[config.mk]
export PLATFORM = sky130hd
export DESIGN_NAME = mpu_uart_emu
export DESIGN_NICKNAME = d
export VERILOG_FILES = /design/src/rtl/mpu_uart_emu.sv
export SDC_FILE = /design/constraint.sdc
export NUM_CORES = 1
export LEC_CHECK = 0
export ABC_CLOCK_PERIOD_IN_PS = 6600
export CAP_MARGIN = 5
export CORE_MARGIN = 5
export CORE_UTILIZATION = 50
export CTS_BUF_LIST = sky130_fd_sc_hd__clkbuf_2
export DETAILED_ROUTE_END_ITERATION = 10
export GPL_TIMING_DRIVEN = 0
export PLACE_DENSITY_LB_ADDON = 0.15
export SETUP_SLACK_MARGIN = 0.1
export SLEW_MARGIN = 20
export SYNTH_ARGS = -nofsm -noshare
export SYNTH_HDL_FRONTEND = slang
export SYNTH_SLANG_ARGS = --single-unit
export TNS_END_PERCENT = 30
[constraint.sdc]
create_clock -name clk -period 6.6 [get_ports clk]
set_clock_uncertainty 0.15 [all_clocks]
set_input_delay 1.65 -clock clk [delete_from_list [all_inputs] [get_ports clk]]
set_output_delay 1.65 -clock clk [all_outputs]
set_load 0.02 [all_outputs]
[src/rtl/mpu_uart_emu.sv]
// MPU UART far-end emulator: parses FF AA addr valL valH commands from the rx byte
// stream and periodically streams 11-byte angle/temperature frames to the tx core.
module mpu_uart_emu #(
   parameter int unsigned FRAME_PERIOD = 1000000,
   parameter int unsigned CMD_TIMEOUT  = 50000,
   parameter logic [7:0]  CMD_HEAD0    = 8'hFF,
   parameter logic [7:0]  CMD_HEAD1    = 8'hAA,
   parameter logic [7:0]  FRM_HEAD     = 8'h55,
   parameter logic [7:0]  FRM_TYPE     = 8'h53
) (
   input  logic        clk,
   input  logic        rst,
   input  logic [7:0]  rx_data,
   input  logic        rx_vld,
   output logic [7:0]  tx_data,
   output logic        tx_vld,
   input  logic        tx_ready,
   input  logic [15:0] angle_x,
   input  logic [15:0] angle_y,
   input  logic [15:0] angle_z,
   input  logic [15:0] temp,
   input  logic        err_inj,
   output logic [7:0]  cfg_addr,
   output logic [15:0] cfg_value,
   output logic        cfg_vld,
   output logic        stream_on,
   output logic [15:0] frame_cnt,
   output logic [15:0] cmd_cnt
);

   typedef enum logic [2:0] {C_H0, C_H1, C_AD, C_VL, C_VH} cmd_state_t;
   typedef enum logic [2:0] {T_IDLE, T_SNAP, T_SEND, T_HOLD, T_WAIT} tx_state_t;

   cmd_state_t  cst_q, cst_d;
   logic [31:0] tmo_q, tmo_d;
   logic [7:0]  addr_q, addr_d;
   logic [7:0]  vall_q, vall_d;
   logic [7:0]  cfg_addr_q, cfg_addr_d;
   logic [15:0] cfg_value_q, cfg_value_d;
   logic        cfg_vld_q, cfg_vld_d;
   logic [15:0] cmd_cnt_q, cmd_cnt_d;
   logic        stream_on_q, stream_on_d;

   logic [31:0] per_q, per_d;
   logic        pending_q, pending_d;

   tx_state_t   tst_q, tst_d;
   logic [3:0]  idx_q, idx_d;
   logic [15:0] ax_q, ax_d, ay_q, ay_d, az_q, az_d, tp_q, tp_d;
   logic        err_q, err_d;
   logic [15:0] frame_cnt_q, frame_cnt_d;
   logic [7:0]  sum_c;
   logic [7:0]  frame_byte;

   always_comb begin
      cst_d       = cst_q;
      tmo_d       = tmo_q;
      addr_d      = addr_q;
      vall_d      = vall_q;
      cfg_addr_d  = cfg_addr_q;
      cfg_value_d = cfg_value_q;
      cfg_vld_d   = 1'b0;
      cmd_cnt_d   = cmd_cnt_q;
      stream_on_d = stream_on_q;
      if (rx_vld) begin
         tmo_d = '0;
         case (cst_q)
            C_H0: if (rx_data == CMD_HEAD0) cst_d = C_H1;
            C_H1: begin
               if (rx_data == CMD_HEAD1)      cst_d = C_AD;
               else if (rx_data != CMD_HEAD0) cst_d = C_H0;
            end
            C_AD: begin
               addr_d = rx_data;
               cst_d  = C_VL;
            end
            C_VL: begin
               vall_d = rx_data;
               cst_d  = C_VH;
            end
            C_VH: begin
               cfg_addr_d  = addr_q;
               cfg_value_d = {rx_data, vall_q};
               cfg_vld_d   = 1'b1;
               cmd_cnt_d   = cmd_cnt_q + 16'd1;
               if (addr_q == 8'h01) begin
                  if ({rx_data, vall_q} == 16'h0000)      stream_on_d = 1'b0;
                  else if ({rx_data, vall_q} == 16'h0001) stream_on_d = 1'b1;
               end
               cst_d = C_H0;
            end
            default: cst_d = C_H0;
         endcase
      end else if (cst_q != C_H0) begin
         // The CMD_TIMEOUT-th consecutive idle cycle abandons the partial command.
         if (tmo_q >= CMD_TIMEOUT - 1) begin
            cst_d = C_H0;
            tmo_d = '0;
         end else begin
            tmo_d = tmo_q + 32'd1;
         end
      end else begin
         tmo_d = '0;
      end
   end

   always_comb begin
      per_d     = per_q;
      pending_d = pending_q;
      if (!stream_on_q) begin
         per_d     = '0;
         pending_d = 1'b0;
      end else begin
         if (tst_q == T_SNAP) pending_d = 1'b0;
         if (per_q == FRAME_PERIOD - 1) begin
            per_d     = '0;
            pending_d = 1'b1;
         end else begin
            per_d = per_q + 32'd1;
         end
      end
   end

   always_comb begin
      sum_c = FRM_HEAD + FRM_TYPE + ax_q[7:0] + ax_q[15:8] + ay_q[7:0] + ay_q[15:8]
            + az_q[7:0] + az_q[15:8] + tp_q[7:0] + tp_q[15:8];
      case (idx_q)
         4'd0:    frame_byte = FRM_HEAD;
         4'd1:    frame_byte = FRM_TYPE;
         4'd2:    frame_byte = ax_q[7:0];
         4'd3:    frame_byte = ax_q[15:8];
         4'd4:    frame_byte = ay_q[7:0];
         4'd5:    frame_byte = ay_q[15:8];
         4'd6:    frame_byte = az_q[7:0];
         4'd7:    frame_byte = az_q[15:8];
         4'd8:    frame_byte = tp_q[7:0];
         4'd9:    frame_byte = tp_q[15:8];
         default: frame_byte = err_q ? ~sum_c : sum_c;
      endcase
   end

   always_comb begin
      tst_d       = tst_q;
      idx_d       = idx_q;
      ax_d        = ax_q;
      ay_d        = ay_q;
      az_d        = az_q;
      tp_d        = tp_q;
      err_d       = err_q;
      frame_cnt_d = frame_cnt_q;
      tx_vld      = 1'b0;
      tx_data     = '0;
      case (tst_q)
         T_IDLE: if (pending_q) tst_d = T_SNAP;
         T_SNAP: begin
            ax_d  = angle_x;
            ay_d  = angle_y;
            az_d  = angle_z;
            tp_d  = temp;
            err_d = err_inj;
            idx_d = '0;
            tst_d = T_SEND;
         end
         T_SEND: begin
            if (tx_ready) begin
               tx_vld  = 1'b1;
               tx_data = frame_byte;
               tst_d   = T_HOLD;
            end
         end
         // tx_ready lags tx_vld by a cycle, so it is not trusted right after a launch.
         T_HOLD: tst_d = T_WAIT;
         T_WAIT: begin
            if (tx_ready) begin
               if (idx_q == 4'd10) begin
                  tst_d       = T_IDLE;
                  frame_cnt_d = frame_cnt_q + 16'd1;
               end else begin
                  idx_d = idx_q + 4'd1;
                  tst_d = T_SEND;
               end
            end
         end
         default: tst_d = T_IDLE;
      endcase
   end

   always_ff @(posedge clk or negedge rst) begin
      if (!rst) begin
         cst_q       <= C_H0;
         tmo_q       <= '0;
         addr_q      <= '0;
         vall_q      <= '0;
         cfg_addr_q  <= '0;
         cfg_value_q <= '0;
         cfg_vld_q   <= 1'b0;
         cmd_cnt_q   <= '0;
         stream_on_q <= 1'b1;
         per_q       <= '0;
         pending_q   <= 1'b0;
         tst_q       <= T_IDLE;
         idx_q       <= '0;
         ax_q        <= '0;
         ay_q        <= '0;
         az_q        <= '0;
         tp_q        <= '0;
         err_q       <= 1'b0;
         frame_cnt_q <= '0;
      end else begin
         cst_q       <= cst_d;
         tmo_q       <= tmo_d;
         addr_q      <= addr_d;
         vall_q      <= vall_d;
         cfg_addr_q  <= cfg_addr_d;
         cfg_value_q <= cfg_value_d;
         cfg_vld_q   <= cfg_vld_d;
         cmd_cnt_q   <= cmd_cnt_d;
         stream_on_q <= stream_on_d;
         per_q       <= per_d;
         pending_q   <= pending_d;
         tst_q       <= tst_d;
         idx_q       <= idx_d;
         ax_q        <= ax_d;
         ay_q        <= ay_d;
         az_q        <= az_d;
         tp_q        <= tp_d;
         err_q       <= err_d;
         frame_cnt_q <= frame_cnt_d;
      end
   end

   assign cfg_addr  = cfg_addr_q;
   assign cfg_value = cfg_value_q;
   assign cfg_vld   = cfg_vld_q;
   assign stream_on = stream_on_q;
   assign frame_cnt = frame_cnt_q;
   assign cmd_cnt   = cmd_cnt_q;

endmodule

==> results of run 1 <==
## logic make-up after synthesis
| group | Yosys count | synth area share (%) |
|---|---|---|
| compound gates | 104 | 6.35 |
| xor+xnor | 97 | 7.78 |
| other cells | 1 | 0.0343 |
| buf+inv | 123 | 4.34 |
| simple gates | 416 | 18.1 |
| flops | 214 | 49.0 |
| fa+ha+maj | 61 | 9.60 |
| mux | 47 | 4.81 |
## worst max-delay path by stage
stage | startpoint | to | slack [ns] | depth (start not counted)
after floorplan | az_q[11] | tx_data[7] | 0.65 | 14
after detailed placement | az_q[11] | tx_data[7] | -0.11 | 15
after global routing | ay_q[9] | tx_data[6] | -0.31 | 18
final | ax_q[2] | tx_data[6] | -0.04 | 18
after CTS | tp_q[11] | tx_data[7] | -0.14 | 15
after global placement | rst | cfg_addr[2] | -5.35 | 1
## registers in the layout, summed over array words and instances, names as in the netlist
name	cells
addr_q	8
ax_q	16
ay_q	16
az_q	16
cfg_addr	8
cfg_value	16
cfg_vld	1
cmd_cnt	16
cst_q	3
err_q	1
frame_cnt	16
idx_q	4
pending_q	1
per_q	32
stream_on	1
tmo_q	32
tp_q	16
tst_q	3
vall_q	8
## layout make-up
| cell class | instances | area (um^2) |
|---|---|---|
| antenna | 3 | 7.51 |
| fill | 1865 | 8260 |
| clock buffer | 69 | 345 |
| tap | 280 | 350 |
| sequential | 214 | 5360 |
| clock inverter | 23 | 125 |
| multi-input combinational | 741 | 5220 |
| timing repair buffer | 154 | 1540 |
| buffer | 40 | 163 |
| inverter | 83 | 312 |
## what timing repair did
item	in CTS	in global routing
setup endpoints to repair	6	6
cloned	0	0
resized for setup	43	7
setup buffers	8	1
pin swaps	18	2
## metrics by stage
stage	cells	setup TNS, ns	hold WS [ns]
floorplan	1078	0	0.298
global placement	1501	-1135.69	0.310
detailed placement	1503	-0.114	0.322
CTS	1603	-0.353	0.340
global route	1605	-1.20	0.351
finish	1607	-0.0560	0.332
## layer usage
layer / routed length, um / vias up / track usage [%]
met1: 11700 / 4094 / 30.0
met4: 516 / 0 / 6.72
met5: 0 / - / 0
met2: 12200 / 267 / 34.0
li1: - / 4001 / -
met3: 2070 / 39 / 6.10
## placed cells by master, fill, tap and decap left out, types with 19 or more instances in the layout
| cell type | synthesis | layout |
|---|---|---|
| nand3_1 | 39 | 39 |
| clkbuf_2 | 0 | 70 |
| mux2_2 | 43 | 43 |
| xor2_1 | 41 | 41 |
| clkdlybuf4s50_1 | 0 | 136 |
| fa_1 | 38 | 37 |
| ha_1 | 23 | 21 |
| nor2_1 | 69 | 68 |
| inv_1 | 83 | 77 |
| nand2_1 | 198 | 198 |
| nand4_1 | 19 | 19 |
| dfrtp_1 | 213 | 213 |
| clkbuf_1 | 32 | 32 |
| o21ai_0 | 38 | 37 |
| xnor2_1 | 56 | 56 |
## worst register-to-register path, cell delays in order, from the launching register on
cell and delay [ns]:
dfrtp_1 0.45, inv_1 0.11, ha_1 0.14, clkbuf_1 0.45, nand3_2 0.23, nor3_2 0.31, and4_1 0.31, nand4_1 0.13
xnor2_1 0.14
## power by group through the flow
stage	combinational [mW]	clock, mW	sequential (mW)
after floorplan	0.0447	0	1.39
after global placement	0.142	0	1.39
after detailed placement	0.147	0	1.39
after CTS	0.148	0.907	1.36
after global routing	0.158	0.982	1.37
final	0.145	0.866	1.36
==> results.json, run 1 <==
{
  "status": "complete, but fails checks",
  "violations": "negative setup slack",
  "antenna_found_initial": 1,
  "initial_utilization_pct": 50.4,
  "die_h_um": 158,
  "reg2reg_depth": 8,
  "fin_crit_sh_pct": 101,
  "cts.sinks": 214,
  "via_count": 8401,
  "reg2reg_to": "frame_cnt[15]",
  "syn_area_um2": 10900,
  "grt_pass1_wl_um": 43400,
  "synth_top_area_share_pct": 48.8,
  "grt_pass1_vias": 8630,
  "htree_num_levels": 2,
  "synth-seq-cells": 214,
  "ant_nets": 0,
  "worstSkewPairLatency_ns": 0.83,
  "grt_usage_pct": 21.8,
  "cts_tree": "yes",
  "critPathMaxStageDelay_ns": 0.53,
  "ir_worst_vdd_v": 0.000123,
  "swShare_pct": 26.1,
  "regToRegSetupSlack_ns": 4.07,
  "relSlewSlack_pct": 53.7,
  "die-area_um2": 24900,
  "p_leak_nw": 6.08,
  "path_clk_slew_ns": 0.11,
  "cts_root_buffer": "clkbuf_2",
  "power.total_mw": 2.37,
  "port_buffers": 143,
  "finalHoldViolations": 0,
  "firstDrtPassIters": 6,
  "path_class": "flip-flop to output pin",
  "drive_above_1_share_pct": 14.3,
  "p_sw_mw": 0.620,
  "grt_overflow": 0,
  "dp_slack_ns": -0.114,
  "internal_power_mw": 1.75,
  "final_net_count": 1426,
  "timing.rr.start": "idx_q[0]",
  "maxCapViolCount": 0,
  "yosysSeqAreaShare_pct": 49.0,
  "hold_path_startpoint": "frame_cnt[15]",
  "detail_route.wl_per_cell_um": 16.5,
  "period_needed_ns": 6.64,
  "p_clk_share_pct": 36.5,
  "clk_path_buf_depth": 3,
  "final_util_pct": 61.9,
  "design_area_um2": 13400,
  "postPlaceCellArea_um2": 12800,
  "ys_types": 66,
  "viasPerCell": 5.23,
  "rsz0062_at_grt": "true",
  "hold_buffers": 0,
  "core_um2": 21700,
  "required_ns": 4.80,
  "cp_max_fo": 2,
  "min_to": "frame_cnt[15]",
  "critPathTopFamily": "adder cells",
  "worstPathArrival_ns": 4.84,
  "drtIter0Drc": 487,
  "synth_top_area_cell": "dfrtp_1",
  "async_flop_share_pct": 100,
  "io_pins": 144,
  "startpoint_type": "flip-flop",
  "synthTopCellsByCount": "dfrtp_1 (213), nand2_1 (198), inv_1 (83)",
  "row_count": 54,
  "cts_made_buffers": 54,
  "synth_most_common_cell": "dfrtp_1",
  "share_comb_of_total_power_pct": 6.1,
  "worstMarginPinSlew_ns": 0.695,
  "setup_viol": 2,
  "worst_path_most_repeated_cell": "fa_1",
  "p_per_area_nw_per_um2": 177,
  "synth-edff-count": 0,
  "fmax_mhz": 151,
  "drt_wl_total_um": 26500,
  "syn_inst": 1063,
  "yosysWarningCount": 0,
  "synth_ff_type": "dfrtp_1",
  "syn_avg_cell_area_um2": 10.3,
  "hpwl_um": 19300,
  "cp-end-kind": "output pin",
  "critPathBufInv": 7,
  "drcViolationCount": 0,
  "pwr-share-seq_pct": 57.4,
  "worstHoldPathCells": 1,
  "syn_to_final_growth_pct": 22.9,
  "hold_class": "flip-flop to flip-flop",
  "worst_slack_ns": -0.0402,
  "crit_chain": "inv_2, fa_1, inv_1, fa_1, fa_1, inv_2, fa_1, inv_1, ha_2, inv_2, fa_2, inv_1, a21o_1, a21oi_2, xnor2_1, a32o_1, nor2_2, buf_6",
  "grt_start_max_net_pins": 98,
  "synth_area_leaders": "dfrtp_1 (49%), fa_1 (7.0%), nand2_1 (6.8%), xnor2_1 (4.5%), mux2_2 (4.4%)",
  "crit_slowest_cell": "fa_1",
  "slew_violations": 0,
  "gp_congestion": 0.919,
  "die_w_um": 158
}
Note: power is estimated with default switching activity, not from simulation.
==> run 2, diff against run 1 <==
Settings changed: ABC_CLOCK_PERIOD_IN_PS 6600 to not set, CORE_ASPECT_RATIO set to 1.5, TNS_END_PERCENT 30 to 10.
==> run 2 against run 1 <==
  * The flow still finishes with violations (negative setup slack)
  * Fmax up 0.34%
  * First-iteration DRC count is 6.0% higher
  * Final cell count down 1.1%
  * Sequential share of layout area increased by 0.14 points
  * Critical path type unchanged
  * Largest power group unchanged
==> results.json, run 2 (synthesis results as in run 1) <==
{
  "status": "complete, but fails checks",
  "violations": "negative setup slack",
  "swShare_pct": 26.3,
  "cts_root_buffer": "clkbuf_2",
  "cts.sinks": 214,
  "cp_max_fo": 2,
  "cts_tree": "yes",
  "worstMarginPinSlew_ns": 0.772,
  "p_per_area_nw_per_um2": 175,
  "via_count": 8460,
  "initial_utilization_pct": 50.5,
  "fin_crit_sh_pct": 100,
  "detail_route.wl_per_cell_um": 18.2,
  "viasPerCell": 5.32,
  "worst_path_most_repeated_cell": "inv_2",
  "worst_slack_ns": -0.0178,
  "worstSkewPairLatency_ns": 0.82,
  "seq_area_um2": 5360,
  "drt_wl_total_um": 28900,
  "io_pins": 144,
  "ant_nets": 0,
  "grt_usage_pct": 24.0,
  "fmax_mhz": 151,
  "design_area_um2": 13400,
  "power.total_mw": 2.35,
  "clk_path_buf_depth": 3,
  "slew_violations": 0,
  "crit_slowest_cell": "fa_1",
  "firstDrtPassIters": 5,
  "antenna_found_initial": 3,
  "drive_above_1_share_pct": 14.4,
  "syn_to_final_growth_pct": 22.5,
  "ir_worst_vdd_v": 0.000120,
  "period_needed_ns": 6.62,
  "drtIter0Drc": 516,
  "die-area_um2": 25000,
  "gp_congestion": 0.932,
  "die_h_um": 191,
  "drcViolationCount": 0,
  "hold_buffers": 0,
  "setup_viol": 2,
  "most-common-layout-cells": "dfrtp_1 (212), nand2_1 (198), clkdlybuf4s50_1 (136)",
  "hpwl_um": 21000,
  "worstPathArrival_ns": 4.82,
  "core_um2": 21600,
  "fillCellCount": 1882,
  "postPlaceCellArea_um2": 12800,
  "critPathMaxStageDelay_ns": 0.55,
  "pwr-share-seq_pct": 58.0,
  "die_w_um": 131,
  "share_comb_of_total_power_pct": 6.3,
  "p_leak_nw": 6.07,
  "cp-end-kind": "output pin",
  "grt_overflow": 0,
  "rsz0062_at_grt": "true",
  "port_buffers": 143,
  "startpoint_type": "flip-flop",
  "final_net_count": 1425,
  "grt_start_max_net_pins": 80,
  "path_class": "flip-flop to output pin",
  "htree_num_levels": 2,
  "reg2reg_depth": 7,
  "grt_pass1_wl_um": 46900,
  "worstHoldPathCells": 1,
  "biggestRegsByFlops": "per_q: 32 flops, tmo_q: 32 flops",
  "path_clk_slew_ns": 0.09,
  "relSlewSlack_pct": 48.5,
  "internal_power_mw": 1.73,
  "layout_commonest_cell": "dfrtp_1",
  "hold_class": "flip-flop to flip-flop",
  "p_sw_mw": 0.617,
  "p_clk_share_pct": 35.7,
  "cts_made_buffers": 52,
  "multi_input_area_um2": 5230,
  "row_count": 66,
  "crit_chain": "inv_2, fa_1, inv_2, fa_1, fa_1, inv_2, fa_1, inv_1, ha_2, inv_2, fa_2, inv_2, a21o_1, a21oi_2, xnor2_1, a32o_2, nor2_2, buf_6",
  "grt_pass1_vias": 9290,
  "required_ns": 4.80,
  "maxCapViolCount": 0,
  "fin_setup_tns_ns": -0.0223,
  "finalHoldViolations": 0
}
==> run 2: worst max-delay path: cells and delay by family, from the launching register on <==
family / cells / cell delay, ns
fa+ha+maj: 6 / 2.56
buf+inv: 7 / 0.45
compound gates: 3 / 0.39
flops: 1 / 0.38
xor+xnor: 1 / 0.12
simple gates: 1 / 0.11
==> run 2: path summary, 6_finish.rpt <==
kind	start	to	slack, ns
max in group asynchronous	rst	per_q[0]	4.88
min in group asynchronous	rst	ax_q[12]	0.62
hold / removal	frame_cnt[15]	frame_cnt[15]	0.32
hold reg to reg	frame_cnt[15]	frame_cnt[15]	0.32
setup reg to reg	idx_q[0]	frame_cnt[4]	3.97
setup / recovery	ay_q[2]	tx_data[6]	-0.02
==> run 2: repair_timing <==
| action | 4_1_cts | 5_1_grt |
|---|---|---|
| resized for setup | 51 | 6 |
| buffers inserted | 9 | 1 |
| cloned | 0 | 0 |
| pin swaps | 18 | 1 |
| endpoints found under the setup margin | 6 | 6 |
==> run 2: per-layer routing <==
metal | up-vias | global-route usage [%] | routed length, um
li1 | 3989 | - | -
met1 | 4067 | 25.4 | 10200
met2 | 286 | 42.7 | 15000
met3 | 114 | 6.32 | 2070
met4 | 4 | 13.0 | 1610
met5 | - | 0 | 30
==> run 2: layout make-up <==
type / count / share of cell area, %
Sequential cell: 214 / 40.0
Tap cell: 272 / 2.54
Inverter: 83 / 2.33
Clock buffer: 66 / 2.47
Timing Repair Buffer: 155 / 11.6
Clock inverter: 17 / 0.683
Antenna cell: 1 / 0.0187
Multi-Input combinational cell: 741 / 39.1
Buffer: 40 / 1.22
==> run 2: metrics by stage <==
step	utilization, %	hold WS (ns)	setup WS [ns]	cells
final	61.8	0.319	-0.0178	1589
after global routing	61.8	0.348	-0.227	1589
after CTS	61.8	0.329	-0.102	1587
after detailed placement	59.2	0.316	0.00598	1495
after global placement	58.9	0.309	-5.34	1493
after floorplan	-	0.298	0.652	1078
==> run 2: power by group through the flow <==
stage	registers, mW	clock network, mW	logic [mW]
4_1_cts	1.36	0.873	0.151
3_3_place_gp	1.39	0	0.144
5_1_grt	1.37	0.936	0.161
6_report	1.36	0.837	0.148
3_5_place_dp	1.39	0	0.150
2_1_floorplan	1.39	0	0.0447
